$ cat src/rtl/hilo_unit.sv
// hilo_unit: MIPS HI/LO registers with mult/div capture, mthi/mtlo, divide wait with timeout.
// Define HILO_FWD_EN to forward the ALU divide result to rd_data on the divdone cycle.
module hilo_unit #(
    parameter int WIDTH   = 32,
    parameter int TIMEOUT = 64
) (
    input  logic             clk,
    input  logic             rst,
    input  logic             op_valid,
    input  logic [1:0]       op_kind,
    input  logic [WIDTH-1:0] alu_hi,
    input  logic [WIDTH-1:0] alu_lo,
    input  logic             alu_divdone,
    input  logic [WIDTH-1:0] wdata,
    input  logic             rd_valid,
    input  logic             rd_sel,
    output logic [WIDTH-1:0] rd_data,
    output logic [WIDTH-1:0] hi,
    output logic [WIDTH-1:0] lo,
    output logic             busy,
    output logic             stall,
    output logic             done,
    output logic             div_timeout
);
    localparam int CW = TIMEOUT > 1 ? $clog2(TIMEOUT) : 1;

    typedef enum logic {IDLE, DIV_WAIT} stateT;
    stateT state, nextState;
    logic [CW-1:0] count;
    logic accept, isDiv, divFin, divAbort, fwdHit, wrHi, wrLo, useAlu;

    assign busy     = state == DIV_WAIT;
    assign accept   = op_valid & ~busy;
    assign isDiv    = op_kind == 2'b01;
    assign divFin   = busy & alu_divdone;
    assign divAbort = busy & ~alu_divdone & (count == CW'(TIMEOUT - 1));
    assign useAlu   = divFin | (op_kind == 2'b00);
    assign wrHi     = divFin | (accept & (op_kind == 2'b00 | op_kind == 2'b10));
    assign wrLo     = divFin | (accept & (op_kind == 2'b00 | op_kind == 2'b11));

`ifdef HILO_FWD_EN
    assign fwdHit  = divFin;
    assign rd_data = fwdHit ? (rd_sel ? alu_hi : alu_lo) : (rd_sel ? hi : lo);
`else
    assign fwdHit  = 1'b0;
    assign rd_data = rd_sel ? hi : lo;
`endif

    assign stall = (op_valid & busy) | (rd_valid & busy & ~fwdHit);

    always_comb begin
        nextState = state;
        if (accept && isDiv)
            nextState = DIV_WAIT;
        else if (divFin || divAbort)
            nextState = IDLE;
    end

    always_ff @(posedge clk or negedge rst) begin
        if (!rst) begin
            state       <= IDLE;
            count       <= '0;
            hi          <= '0;
            lo          <= '0;
            done        <= 1'b0;
            div_timeout <= 1'b0;
        end else begin
            state <= nextState;
            done  <= (accept & ~isDiv) | divFin;
            if (accept)
                div_timeout <= 1'b0;
            else if (divAbort)
                div_timeout <= 1'b1;
            // counter saturates at TIMEOUT-1 because the abort leaves DIV_WAIT on that edge
            if (accept && isDiv)
                count <= '0;
            else if (busy && !divFin && !divAbort)
                count <= count + CW'(1);
            if (wrHi)
                hi <= useAlu ? alu_hi : wdata;
            if (wrLo)
                lo <= useAlu ? alu_lo : wdata;
        end
    end
endmodule
$ cat config.mk
export PLATFORM = sky130hd
export DESIGN_NAME = hilo_unit
export DESIGN_NICKNAME = d
export VERILOG_FILES = /design/src/rtl/hilo_unit.sv
export SDC_FILE = /design/constraint.sdc
export NUM_CORES = 1
export LEC_CHECK = 0
export CAP_MARGIN = 10
export CORE_MARGIN = 2
export CORE_UTILIZATION = 46
export CTS_BUF_LIST = sky130_fd_sc_hd__clkbuf_2
export DETAILED_ROUTE_END_ITERATION = 8
export HOLD_SLACK_MARGIN = 0.03
export PLACE_DENSITY = 0.95
export SYNTH_ARGS = -nofsm -noshare
export SYNTH_HDL_FRONTEND = slang
export SYNTH_SLANG_ARGS = --single-unit
$ cat constraint.sdc
create_clock -name clk -period 2.8 [get_ports clk]
set_input_delay 0.28 -clock clk [delete_from_list [all_inputs] [get_ports clk]]
set_output_delay 0.28 -clock clk [all_outputs]
set_load 0.01 [all_outputs]
==> out/metrics.yaml, run 1 <==
setup_path:
  slowest_delay_ns: 0.49
  slowest_stage: "clkdlybuf4s50_1"
  worstPathMaxFanout: 12
  crit_chain: "buf_2 -> buf_4 -> mux2_2 -> clkdlybuf4s50_1"
  crit_required_ns: 2.52
  critPathKind: "input port to output port"
  end_kind: "output port"
  arrival_ns: 1.72
  worstSetupStartpointType: "input port"
finish:
  fin_nets: 608
  syn_to_final_growth_pct: 52.2
  fillCellCount: 614
  n_antenna_cell: 0
  drive_gt1_share_pct: 38.0
  multi_input_area_um2: 2340
  fin_util_pct: 71.3
  regArea_um2: 1830
pwr:
  power.density_nw_per_um2: 618
  peakVddDrop_mv: 0.379
  p_leak_nw: 2.86
route:
  wl_um: 10900
  wire_per_inst_um: 17.6
  route.detailed.drc: 0
  dr.pass1.iters: 4
  vias_per_cell: 5.23
  vias: 3223
  ant_nets: 0
  dr.first_iter.drc_count: 52
die:
  std_cell_rows: 35
  dieArea_um2: 10100
  start_util_pct: 46.8
  placeableCoreArea_um2: 9150
  io_pins: 204
  die_w_um: 101
  die_h_um: 101
status:
  outcome: "finished, final reports clean"
clock_network:
  worstSkewPairLatency_ns: 0.46
  cts-root-buf: "clkbuf_2"
  clock_path_buffers: 2
  cts_max_level: 3
  path_clk_slew_ns: 0.20
  cts_tree: "done"
  cts_buffers: 9
  cts_setup_buffers: 0
  numClockSinks: 73
timing:
  timing.final.crit_period_ns: 2.00
  finalCritPeriodShare_pct: 71.3
  finalSetupViolations: 0
  worst_pin_slew_ns: 0.927
  rsz0062_at_grt: "no"
  fmax_ghz: 0.501
  finalHoldViolations: 0
  skew_ns: 0.0196
  tns_ns: 0
  finalMaxSlewViolations: 0
  max-slew-margin-rel_pct: 38.2
synth:
  synth_flop_cell: "dfrtp_1"
  syn-cell-area_um2: 4290
  synth_seq_cells: 73
  synth_fp_nets: 401
  seq_area_frac_synth_pct: 42.6
  netlist_instances: 293
  yosysWarnings: 0
  ys_types: 33
  synthArstFlopShare_pct: 100
  synth_edf_count: 0
  synth_area_per_cell_um2: 14.6
grt:
  grt_max_degree: 74
  grt_pass1_vias: 3400
  grt-ovfl-total: 0
  grt_pass1_wl_um: 16900
  groute.usage.overall_pct: 21.3
  antenna_found_initial: 0
placed_design:
  port_buffers: 203
  gp_congestion: 0.802
  dpl.hpwl_um: 8240
hold_path:
  hp-class: "input port to async pin"
job:
  cap_violations: 0
routing by layer:
layer,global-route usage (%),up-vias,part of all wire [%]
met1,25.6,1580,39
met5,0,-,0
met2,38.1,129,53
li1,-,1493,-
met4,6.85,0,1.9
met3,4.37,21,5.9
cell usage after synthesis (all sizes together), types with 2 or more instances:
cell type,instances,area (um^2)
mux2,160,2030
dfrtp,73,1830
buf,15,118
nand2,7,26.3
o21ai,5,28.8
ha,4,50.1
inv,4,15.0
mux2i,3,30.0
and3,2,12.5
nand3,2,10.0
nor2,2,7.51
flip-flops by register name, indices dropped and copies added (netlist names):
register     count
count            6
lo              32
div_timeout      1
busy             1
hi              32
done             1
per-stage QoR:
stage	cell area, um^2	std cells	power [mW]	worst slack [ns]	hold WS, ns
floorplan	4290	293	2.43	1.08	-0.0156
global placement	6430	599	3.52	0.530	0.472
detailed placement	6430	599	3.59	0.465	0.484
CTS	6520	616	4.07	0.761	0.465
global route	6520	616	4.26	0.688	0.492
finish	6520	616	4.03	0.803	0.445
critical path: cells and delay by family:
kind / cells / cell delay [ns]
buffers and inverters: 3 / 1.06
muxes: 1 / 0.36
cell type report:
cell class                 count  share of cell area, %
multi-input combinational    200                   35.9
timing repair buffer         212                   32.5
sequential                    73                   28.0
tap                          111                   2.13
clock buffer                  12                  0.921
clock inverter                 4                  0.307
inverter                       4                  0.230
cells in the final DEF (no fill, tap or decap), types with 2 or more instances in the layout:
master	count
and3_1	2
nand3_1	2
o21ai_0	3
mux2_4	60
mux2i_1	3
mux2_2	100
clkbuf_2	12
inv_1	4
buf_12	2
clkdlybuf4s50_1	201
nand2_1	7
o21ai_4	2
buf_4	7
dfrtp_1	73
nor2_1	2
clkinv_2	4
ha_1	4
cell families after synthesis:
group	Yosys count	share of synthesized area [%]
muxes	163	48.0
DFF	73	42.6
buffers and inverters	20	3.18
and+or+nand+nor	19	2.51
AOI/OAI and AO/OA	14	2.51
adders and majority gates	4	1.17
final timing paths:
check | from | end | slack (ns) | depth (start not counted)
worst max-delay path | rd_sel | rd_data[15] | 0.80 | 4
worst min register to register | count[0] | count[0] | 0.52 | 1
max in group asynchronous | rst | lo[31] | 1.72 | 2
min in group clk | count[0] | count[0] | 0.52 | 1
worst min-delay path | rst | hi[11] | 0.44 | 2
worst max register to register | busy | lo[17] | 1.01 | 4
power breakdown:
group          total (mW)  internal [mW]  switching, mW
combinational        1.99           1.31          0.676
sequential           1.56           1.33          0.230
clock               0.476          0.123          0.353
total                4.03           2.77           1.26
repair_timing:
action | in CTS | in global routing
resized for setup | 0 | 0
hold buffers | 1 | 0
endpoints found under the hold margin | 73 | 0
Power figures use the tool's default switching activity.
==> inputs of run 2 (changes only) <==
--- a/config.mk
+++ b/config.mk
@@ -7,11 +7,11 @@
 export LEC_CHECK = 0
 export CAP_MARGIN = 10
 export CORE_MARGIN = 2
-export CORE_UTILIZATION = 46
+export CORE_UTILIZATION = 38
 export CTS_BUF_LIST = sky130_fd_sc_hd__clkbuf_2
 export DETAILED_ROUTE_END_ITERATION = 8
 export HOLD_SLACK_MARGIN = 0.03
-export PLACE_DENSITY = 0.95
+export PLACE_DENSITY = 0.89
 export SYNTH_ARGS = -nofsm -noshare
 export SYNTH_HDL_FRONTEND = slang
 export SYNTH_SLANG_ARGS = --single-unit
==> constraint.sdc (replaced) <==
create_clock -name clk -period 1.7 [get_ports clk]
set_input_delay 0.17 -clock clk [delete_from_list [all_inputs] [get_ports clk]]
set_output_delay 0.17 -clock clk [all_outputs]
set_load 0.01 [all_outputs]
==> out/metrics.yaml, run 2 (synthesized netlist as in run 1, its figures left out) <==
status:
  outcome: "finished with violations"
  violations: "negative setup slack"
route:
  wl_met3_um: 869
  top_layer_used: "met4"
  wl_met1_um: 5440
  met2_length_um: 7520
  wl_um: 14200
  vias: 3622
  dr.pass1.iters: 4
  vias_per_cell: 5.03
  wire_per_inst_um: 19.7
  ant_nets: 0
  route.detailed.drc: 0
  dr.first_iter.drc_count: 101
clock_network:
  cts_buffers: 9
  numClockSinks: 73
  cts_tree: "done"
  cts_max_level: 3
  clock_path_buffers: 2
  worstSkewPairLatency_ns: 0.53
  cts-root-buf: "clkbuf_2"
  path_clk_slew_ns: 0.22
setup_path:
  crit_family: "multiplexers"
  cp_common_cell: "mux2_4"
  crit_required_ns: 2.11
  arrival_ns: 2.19
  crit_chain: "buf_6 -> a21oi_4 -> buf_12 -> clkbuf_16 -> mux2_4 -> mux2_4"
  end_kind: "flip-flop"
  critPathBufInv: 3
  critPathKind: "flip-flop to flip-flop"
  worstPathMaxFanout: 7
  worstSetupStartpointType: "flip-flop"
  slowest_stage: "dfrtp_1"
  slowest_delay_ns: 0.44
finish:
  syn_to_final_growth_pct: 75.2
  fin_util_pct: 68.6
  drive_gt1_share_pct: 49.1
  fillCellCount: 753
  final_common_cell: "mux2_4"
  top_regs: "hi (32), lo (32), count (6)"
  fin_nets: 683
  fin_area_um2: 7510
  n_antenna_cell: 0
  mostFrequentLayoutCells: "mux2_4 (117), clkdlybuf4s50_1 (102), dfrtp_1 (73)"
timing:
  finalMaxSlewViolations: 0
  finalSetupViolations: 46
  worst_pin_slew_ns: 0.606
  skew_ns: 0.0320
  fin_hold_ws_ns: 0.126
  max-slew-margin-rel_pct: 59.2
  finalHoldViolations: 0
  finalCritPeriodShare_pct: 105
  worst_slack_ns: -0.0837
  fmax_ghz: 0.561
  timing.final.crit_period_ns: 1.78
  rsz0062_at_grt: "yes"
grt:
  grt_pass1_wl_um: 20200
  grt_pass1_vias: 4006
  antenna_found_initial: 0
  grt_max_degree: 41
  groute.usage.overall_pct: 21.7
  grt-ovfl-total: 0
die:
  placeableCoreArea_um2: 10900
  dieArea_um2: 12100
  start_util_pct: 39.2
  std_cell_rows: 38
  io_pins: 204
  die_h_um: 110
  die_w_um: 110
placed_design:
  gp_congestion: 0.766
  dpl.hpwl_um: 8980
  placed_area_um2: 6620
  port_buffers: 203
pwr:
  clockPowerShare_pct: 16.6
  p_int_mw: 5.32
  swShare_pct: 31.6
  combPwrFrac_pct: 51.1
  seqPwrFrac_pct: 32.3
  power.density_nw_per_um2: 1040
  power.switching_mw: 2.46
  p_leak_nw: 3.76
  peakVddDrop_mv: 0.567
  power_mw: 7.78
hold_path:
  hp-class: "input port to async pin"
job:
  cap_violations: 0
## run 2: metal layers
| layer | global-route usage (%) | vias up |
|---|---|---|
| met5 | 0 | - |
| met4 | 9.64 | 0 |
| met3 | 4.53 | 27 |
| met2 | 40.4 | 149 |
| met1 | 23.4 | 1805 |
| li1 | - | 1641 |
## run 2: worst paths after layout
check	endpoint	startpoint	slack (ns)	cells after the start
setup / recovery	lo[8]	busy	-0.08	6
hold / removal	count[4]	rst	0.13	2
setup reg to reg	lo[8]	busy	-0.08	6
hold reg to reg	count[0]	count[0]	0.53	1
max in group asynchronous	lo[19]	rst	0.97	3
min in group clk	lo[23]	alu_lo[23]	0.35	3
## run 2: power by group through the flow
stage	logic, mW	clock network [mW]	registers, mW
floorplan	1.27	0	2.74
CTS	3.84	1.31	2.48
detailed placement	3.38	0	2.63
finish	3.98	1.29	2.51
global placement	3.31	0	2.58
global route	4.25	1.38	2.57
## run 2: cell type report
type,instances,area [um^2],share of cell area (%)
tap,140,175,2.33
multi-input combinational,200,2550,34.0
inverter,4,15.0,0.200
clock inverter,7,119,1.58
sequential,73,1830,24.3
timing repair buffer,287,2770,36.9
clock buffer,9,45.0,0.600
## run 2: timing repair
item	in CTS	in global routing
cloned	0	7
endpoints found under the hold margin	73	0
pin swaps	0	2
resized for setup	153	63
endpoints found under the setup margin	65	102
hold buffers	1	0
buffers inserted	57	5
## run 2: metrics by stage
step | TNS, ns | worst slack (ns) | cells
floorplan | 0 | 0.0111 | 293
global placement | -27.01 | -0.472 | 637
detailed placement | -28.10 | -0.499 | 637
CTS | -1.04 | -0.0779 | 711
global route | -4.26 | -0.119 | 720
finish | -2.65 | -0.0837 | 720
